===== src/rtl/trap_sequencer.sv =====
// Supervisor trap-entry / sret sequencer: drains older CSR writers, then walks the
// single CSR port through the sepc/scause/stval/sstatus/stvec accesses and redirects.
module trap_sequencer #(
    parameter int              XLEN          = 64,
    parameter logic [11:0]     CSR_SSTATUS   = 12'h100,
    parameter logic [11:0]     CSR_STVEC     = 12'h105,
    parameter logic [11:0]     CSR_SEPC      = 12'h141,
    parameter logic [11:0]     CSR_SCAUSE    = 12'h142,
    parameter logic [11:0]     CSR_STVAL     = 12'h143,
    parameter logic [XLEN-1:0] CAUSE_ECALL   = 8,
    parameter logic [XLEN-1:0] CAUSE_ILLEGAL = 2
) (
    input  logic            clk,
    input  logic            rstn,
    input  logic            trap_valid,
    input  logic [1:0]      trap,
    input  logic [XLEN-1:0] ex_pc,
    input  logic [31:0]     ex_inst,
    input  logic            drain_busy,
    input  logic [XLEN-1:0] csr_rdata,
    output logic [11:0]     csr_raddr,
    output logic            csr_we,
    output logic [11:0]     csr_waddr,
    output logic [XLEN-1:0] csr_wdata,
    output logic            stall,
    output logic            flush,
    output logic            redirect_valid,
    output logic [XLEN-1:0] redirect_pc,
    output logic            busy
);

    localparam logic [1:0] KIND_ECALL = 2'b01;
    localparam logic [1:0] KIND_SRET  = 2'b11;

    typedef enum logic [3:0] {
        IDLE, DRAIN, RD_STATUS, WR_EPC, WR_CAUSE, WR_TVAL,
        WR_STATUS, RD_VEC, RD_EPC, REDIR
    } state_t;

    state_t            state, state_next;
    logic [XLEN-1:0]   pc_q, sstatus_q, target_q, status_new;
    logic [31:0]       inst_q;
    logic [1:0]        kind_q;
    logic              accept;

    assign accept = (state == IDLE) && trap_valid && (trap != 2'b00);

    always_ff @(posedge clk or negedge rstn) begin
        if (!rstn) begin
            state     <= IDLE;
            pc_q      <= '0;
            inst_q    <= '0;
            kind_q    <= '0;
            sstatus_q <= '0;
            target_q  <= '0;
        end else begin
            state <= state_next;
            if (accept) begin
                pc_q   <= ex_pc;
                inst_q <= ex_inst;
                kind_q <= trap;
            end
            if (state == RD_STATUS) sstatus_q <= csr_rdata;
            // stvec mode bits are dropped: only direct-mode vectoring is supported
            if (state == RD_VEC) target_q <= csr_rdata & ~XLEN'(3);
            if (state == RD_EPC) target_q <= csr_rdata;
        end
    end

    always_comb begin
        state_next     = state;
        csr_raddr      = '0;
        csr_we         = 1'b0;
        csr_waddr      = '0;
        csr_wdata      = '0;
        flush          = 1'b0;
        redirect_valid = 1'b0;
        redirect_pc    = '0;
        stall          = (state != IDLE) || accept;
        busy           = (state != IDLE);

        status_new = sstatus_q;
        if (kind_q == KIND_SRET) begin
            status_new[1] = sstatus_q[5];
            status_new[5] = 1'b1;
            status_new[8] = 1'b0;
        end else begin
            status_new[5] = sstatus_q[1];
            status_new[1] = 1'b0;
            status_new[8] = 1'b1;
        end

        case (state)
            IDLE:      if (accept) state_next = DRAIN;
            DRAIN:     if (!drain_busy) state_next = RD_STATUS;
            RD_STATUS: begin
                csr_raddr  = CSR_SSTATUS;
                state_next = (kind_q == KIND_SRET) ? WR_STATUS : WR_EPC;
            end
            WR_EPC: begin
                csr_we     = 1'b1;
                csr_waddr  = CSR_SEPC;
                csr_wdata  = pc_q;
                state_next = WR_CAUSE;
            end
            WR_CAUSE: begin
                csr_we     = 1'b1;
                csr_waddr  = CSR_SCAUSE;
                csr_wdata  = (kind_q == KIND_ECALL) ? CAUSE_ECALL : CAUSE_ILLEGAL;
                state_next = WR_TVAL;
            end
            WR_TVAL: begin
                csr_we     = 1'b1;
                csr_waddr  = CSR_STVAL;
                csr_wdata  = (kind_q == KIND_ECALL) ? '0 : {{(XLEN-32){1'b0}}, inst_q};
                state_next = WR_STATUS;
            end
            WR_STATUS: begin
                csr_we     = 1'b1;
                csr_waddr  = CSR_SSTATUS;
                csr_wdata  = status_new;
                state_next = (kind_q == KIND_SRET) ? RD_EPC : RD_VEC;
            end
            RD_VEC: begin
                csr_raddr  = CSR_STVEC;
                state_next = REDIR;
            end
            RD_EPC: begin
                csr_raddr  = CSR_SEPC;
                state_next = REDIR;
            end
            REDIR: begin
                flush          = 1'b1;
                redirect_valid = 1'b1;
                redirect_pc    = target_q;
                state_next     = IDLE;
            end
            default:   state_next = IDLE;
        endcase
    end

endmodule


===== config.mk =====
export PLATFORM = sky130hd
export DESIGN_NAME = trap_sequencer
export DESIGN_NICKNAME = d
export VERILOG_FILES = /design/src/rtl/trap_sequencer.sv
export SDC_FILE = /design/constraint.sdc
export NUM_CORES = 1
export LEC_CHECK = 0
export ABC_AREA = 1
export BUFFER_PORTS_ARGS = -buffer_cell sky130_fd_sc_hd__clkbuf_2
export CORE_AREA = 3 3 140 142
export DETAILED_ROUTE_END_ITERATION = 8
export DIE_AREA = 0 0 143 145
export PLACE_DENSITY = 0.84
export SETUP_SLACK_MARGIN = 0.3
export SYNTH_ARGS = -nofsm -noshare
export SYNTH_HDL_FRONTEND = slang
export SYNTH_SLANG_ARGS = --single-unit

===== constraint.sdc =====
create_clock -name clk -period 3.2 [get_ports clk]
set_input_delay 0.16 -clock clk [delete_from_list [all_inputs] [get_ports clk]]
set_output_delay 0.16 -clock clk [all_outputs]
set_load 0.05 [all_outputs]

Word level (Yosys, flattened, before mapping)
Cells that the tools add are included.

storage, ports and cells
  register bits after elaboration = 230
  input port bits = 166

operators by class
  eq/ne operators = 13
  mux-type cells = 18
  reductions and logical operators = 10

operators with widths
  cell                  count
  $pmux W64 S4          1
  $mux W64              3
  $pmux W9 S4           1
  $mux W32              1
  $pmux W4 S8           1
  $pmux W9 S3           1
  $eq A4 B3 Y1 const B  4
  $mux W4               4
  $eq A4 B2 Y1 const B  2
  $eq A4 B4 Y1 const B  2
  $mux W1               5
  $eq A4 B1 Y1 const B  1
  $logic_not A4 Y1      1
  $ne A2 B2 Y1 const B  2
  $reduce_bool A2 Y1    2
  $reduce_bool A4 Y1    1
  $reduce_or A4 Y1      1
  $mux W3               1
  $eq A2 B1 Y1 const B  1
  $eq A2 B2 Y1 const B  1
  $logic_and A1 B1 Y1   2
  $reduce_and A2 Y1     1
  $reduce_or A2 Y1      1
  $logic_or A1 B1 Y1    1

Logic depth before layout (Yosys ltp)
  depth in word-level cells = 5
  gate-level depth with buffers = 9
  mapped depth without buffers = 8

Worst setup path after synthesis
No wires, ideal clock.

  kind = flip-flop to output port
  start point = reg state[3]
  end point = out csr_waddr[8]
  arrival = 1,867 ps
  data required time = 3,040 ps
  slack = 1,173 ps
  cell stages (with the launch flop) = 7
  path through = dfrtp_1 > nor2_1 > nand2_1 > nand2_1 > inv_1 > nand2_1 > buf_4

on the way
  longest elaborated chain between the ends = 2
  elaborated cells between the ends (all ways) = 5
  those cells by class = eq/ne (4); mux (1)

RTL lines
  what                                                 line  source
  start: declaration                                   40    state_t state, state_next;
  start signal: assignment                             57    state <= state_next;
  $eq A4 B3 Y1 / $eq A4 B2 Y1 (equally long branches)  93    case (state)
  $pmux W9 S4 *                                        93
  end: declaration                                     23    output logic [11:0] csr_waddr,

Mark *: on every way between the ends. The rest lies on a longest branch, timed or not.

Final worst setup path
  start point = reg state[0]
  end point = out redirect_pc[43]

on the way
  longest elaborated chain between the ends = 2

RTL lines
  what              line  source
  $eq A4 B4 Y1      93
  $mux W64          93
  end: declaration  28    output logic [XLEN-1:0] redirect_pc,

No other way between the ends.

==> reports/qor.csv <==
metric,value,unit
outcome,finished clean,
setup_viol,0,
drive_gt1_share,21.5,%
min_period,2.78,ns
maxSlewHeadroom,26.2,%
die_h,145,um
die_area,20700,sq um
worstMarginPinSlew,1.11,ns
grt_max_degree,101,
clk_pin_slew,0.06,ns
drt-met1-wl,13100,um
first_global_vias,10926,
rsz0062_at_grt,yes,
start_util,54.1,%
start_kind,register,
ys_ff_latch,229,
wl_met3,3260,um
hp-class,in2async,
syn_to_final_growth,41.2,%
cp.arrival,2.62,ns
critPathMaxFanout,36,
critical_path_class,reg2out,
ant_nets,0,
cts_buffers,24,
cts_buffer_depth,3,
pwr_density_cell,927,nW/um^2
core,18600,sq um
syn_area_per_cell,7.98,sq um
clock_latency,0.50,ns
power_leakage,7.87,nW
drv_cap,0,
placedCellCount,1743,
tns,0,ns
port-buffer-count,306,
cts_tree,yes,
dp_worst_setup_slack,0.892,ns
htree_levels,1,
routed_wl,35100,um
avgViaCountPerCell,5.37,
hold_viol_final,0,
clock.fmax,360,MHz
dr_total_vias,10502,
final_common_cell,nand2_1,
topRoutingLayerUsed,met4,
fin_cells,1954,
finalWorstSetupSlack,0.420,ns
ir_worst_vdd,0.644,mV
drv_slew,0,
wire_per_inst,18.0,um
cts_setup_buffers,0,
dr_wl_met2,17000,um
gp_routability_congestion,0.862,
clockRootBuffer,clkbuf_16,
clock_sinks,229,
required,3.04,ns
grt_usage,33.2,%
final_cell_mix,"638 x nand2_1, 305 x clkbuf_2, 229 x dfrtp_1, 164 x dlygate4sd3_1, 81 x inv_1",
fp.dieW,143,um
end_kind,output pin,
hold_ws,0.306,ns
synth.distinct_cells,21,
postSynthCellCount,1261,
fin_skew,0.00652,ns
first_pass_iters,8,
final_net_count,1865,
antenna_found_initial,2,
drtIter0Drc,919,
fin_crit_sh,86.9,%
grt_pass1_wl,55500,um
grt_overflow,0,
synth_area,10100,sq um
rows,50,
place_hpwl,19600,um
fill_cells,1146,
io_pins,323,
ys_seq_area_share,57.0,%
power,13.2,mW
drc,0,
yosysWarnings,0,
[path summary, 6_finish.rpt]
check	from	to	slack, ns	depth (start not counted)
worst max-delay path	state[0]	redirect_pc[43]	0.42	6
worst min-delay path	rstn	inst_q[17]	0.31	2
worst max register to register	state[3]	inst_q[12]	0.97	6
worst min register to register	pc_q[5]	pc_q[5]	0.47	2
max in group asynchronous	rstn	target_q[56]	2.06	3
min in group clk	trap_valid	state[1]	0.31	5
[cell usage after synthesis]
library cell	number	area [sq um]
nand3_1	24	120
conb_1	1	3.75
dfrtp_1	229	5730
nor2_2	2	12.5
buf_2	26	130
clkbuf_1	34	128
nand4_1	1	6.26
o211ai_1	1	7.51
buf_1	8	30.0
inv_2	4	15.0
nor2_1	72	270
o221ai_1	1	8.76
nand2_1	641	2410
buf_4	19	143
a22oi_1	12	90.1
o22ai_1	2	12.5
inv_1	81	304
a22o_1	32	280
o21ai_0	68	340
nor2_4	1	11.3
a21oi_1	2	10.0
[timing repair]
item	4_1_cts	5_1_grt
hold buffers	164	0
gates resized for setup	0	6
endpoints found under the setup margin	0	61
endpoints found under the hold margin	324	0
[kinds of logic (layout without fill, tap and decap cells)]
family / after synthesis / after routing / share of synthesized area (%)
and+or+nand+nor: 741 / 741 / 28.1
buffers and inverters: 172 / 613 / 7.45
DFF: 229 / 229 / 57.0
other: 1 / 19 / 0.0373
AOI/OAI and AO/OA: 118 / 118 / 7.45
[sequential cells by signal, indices dropped and copies added (netlist names)]
signal / cells
pc_q: 64
target_q: 64
sstatus_q: 63
inst_q: 32
state: 4
kind_q: 2
[worst max-delay path: stages (launching register included)]
cell	delay [ns]
dfrtp_1	0.41
inv_1	0.08
nor2_1	0.32
nand2_4	0.35
buf_4	0.40
nor2_1	0.21
clkbuf_2	0.31
[metal layers]
layer | GRT usage, % | vias to the layer above
met5 | 0 | -
met4 | 16.4 | 0
met3 | 6.99 | 158
met2 | 54.9 | 709
met1 | 41.3 | 4929
li1 | - | 4706
[report_power, final]
part           switching (mW)  internal, mW  total, mW
sequential              0.734          4.29       5.03
combinational            3.83          1.44       5.26
clock                    1.14          1.73       2.87
[final cells by class]
class | instances | area [sq um] | share of cell area, %
clock inverters | 7 | 88.8 | 0.625
well taps | 234 | 293 | 2.06
inverters | 85 | 325 | 2.29
multi-input cells | 875 | 3660 | 25.8
clock buffers | 37 | 731 | 5.14
diodes | 3 | 7.51 | 0.0529
repair buffers | 484 | 3370 | 23.7
flip-flops and latches | 229 | 5730 | 40.3
[stage by stage]
step,cell area [sq um],utilization (%)
2_1_floorplan,10100,-
3_3_place_gp,11700,63.1
3_5_place_dp,11700,63.1
4_1_cts,14200,76.3
5_1_grt,14200,76.4
6_report,14200,76.4
Power figures use the tool's default switching activity.
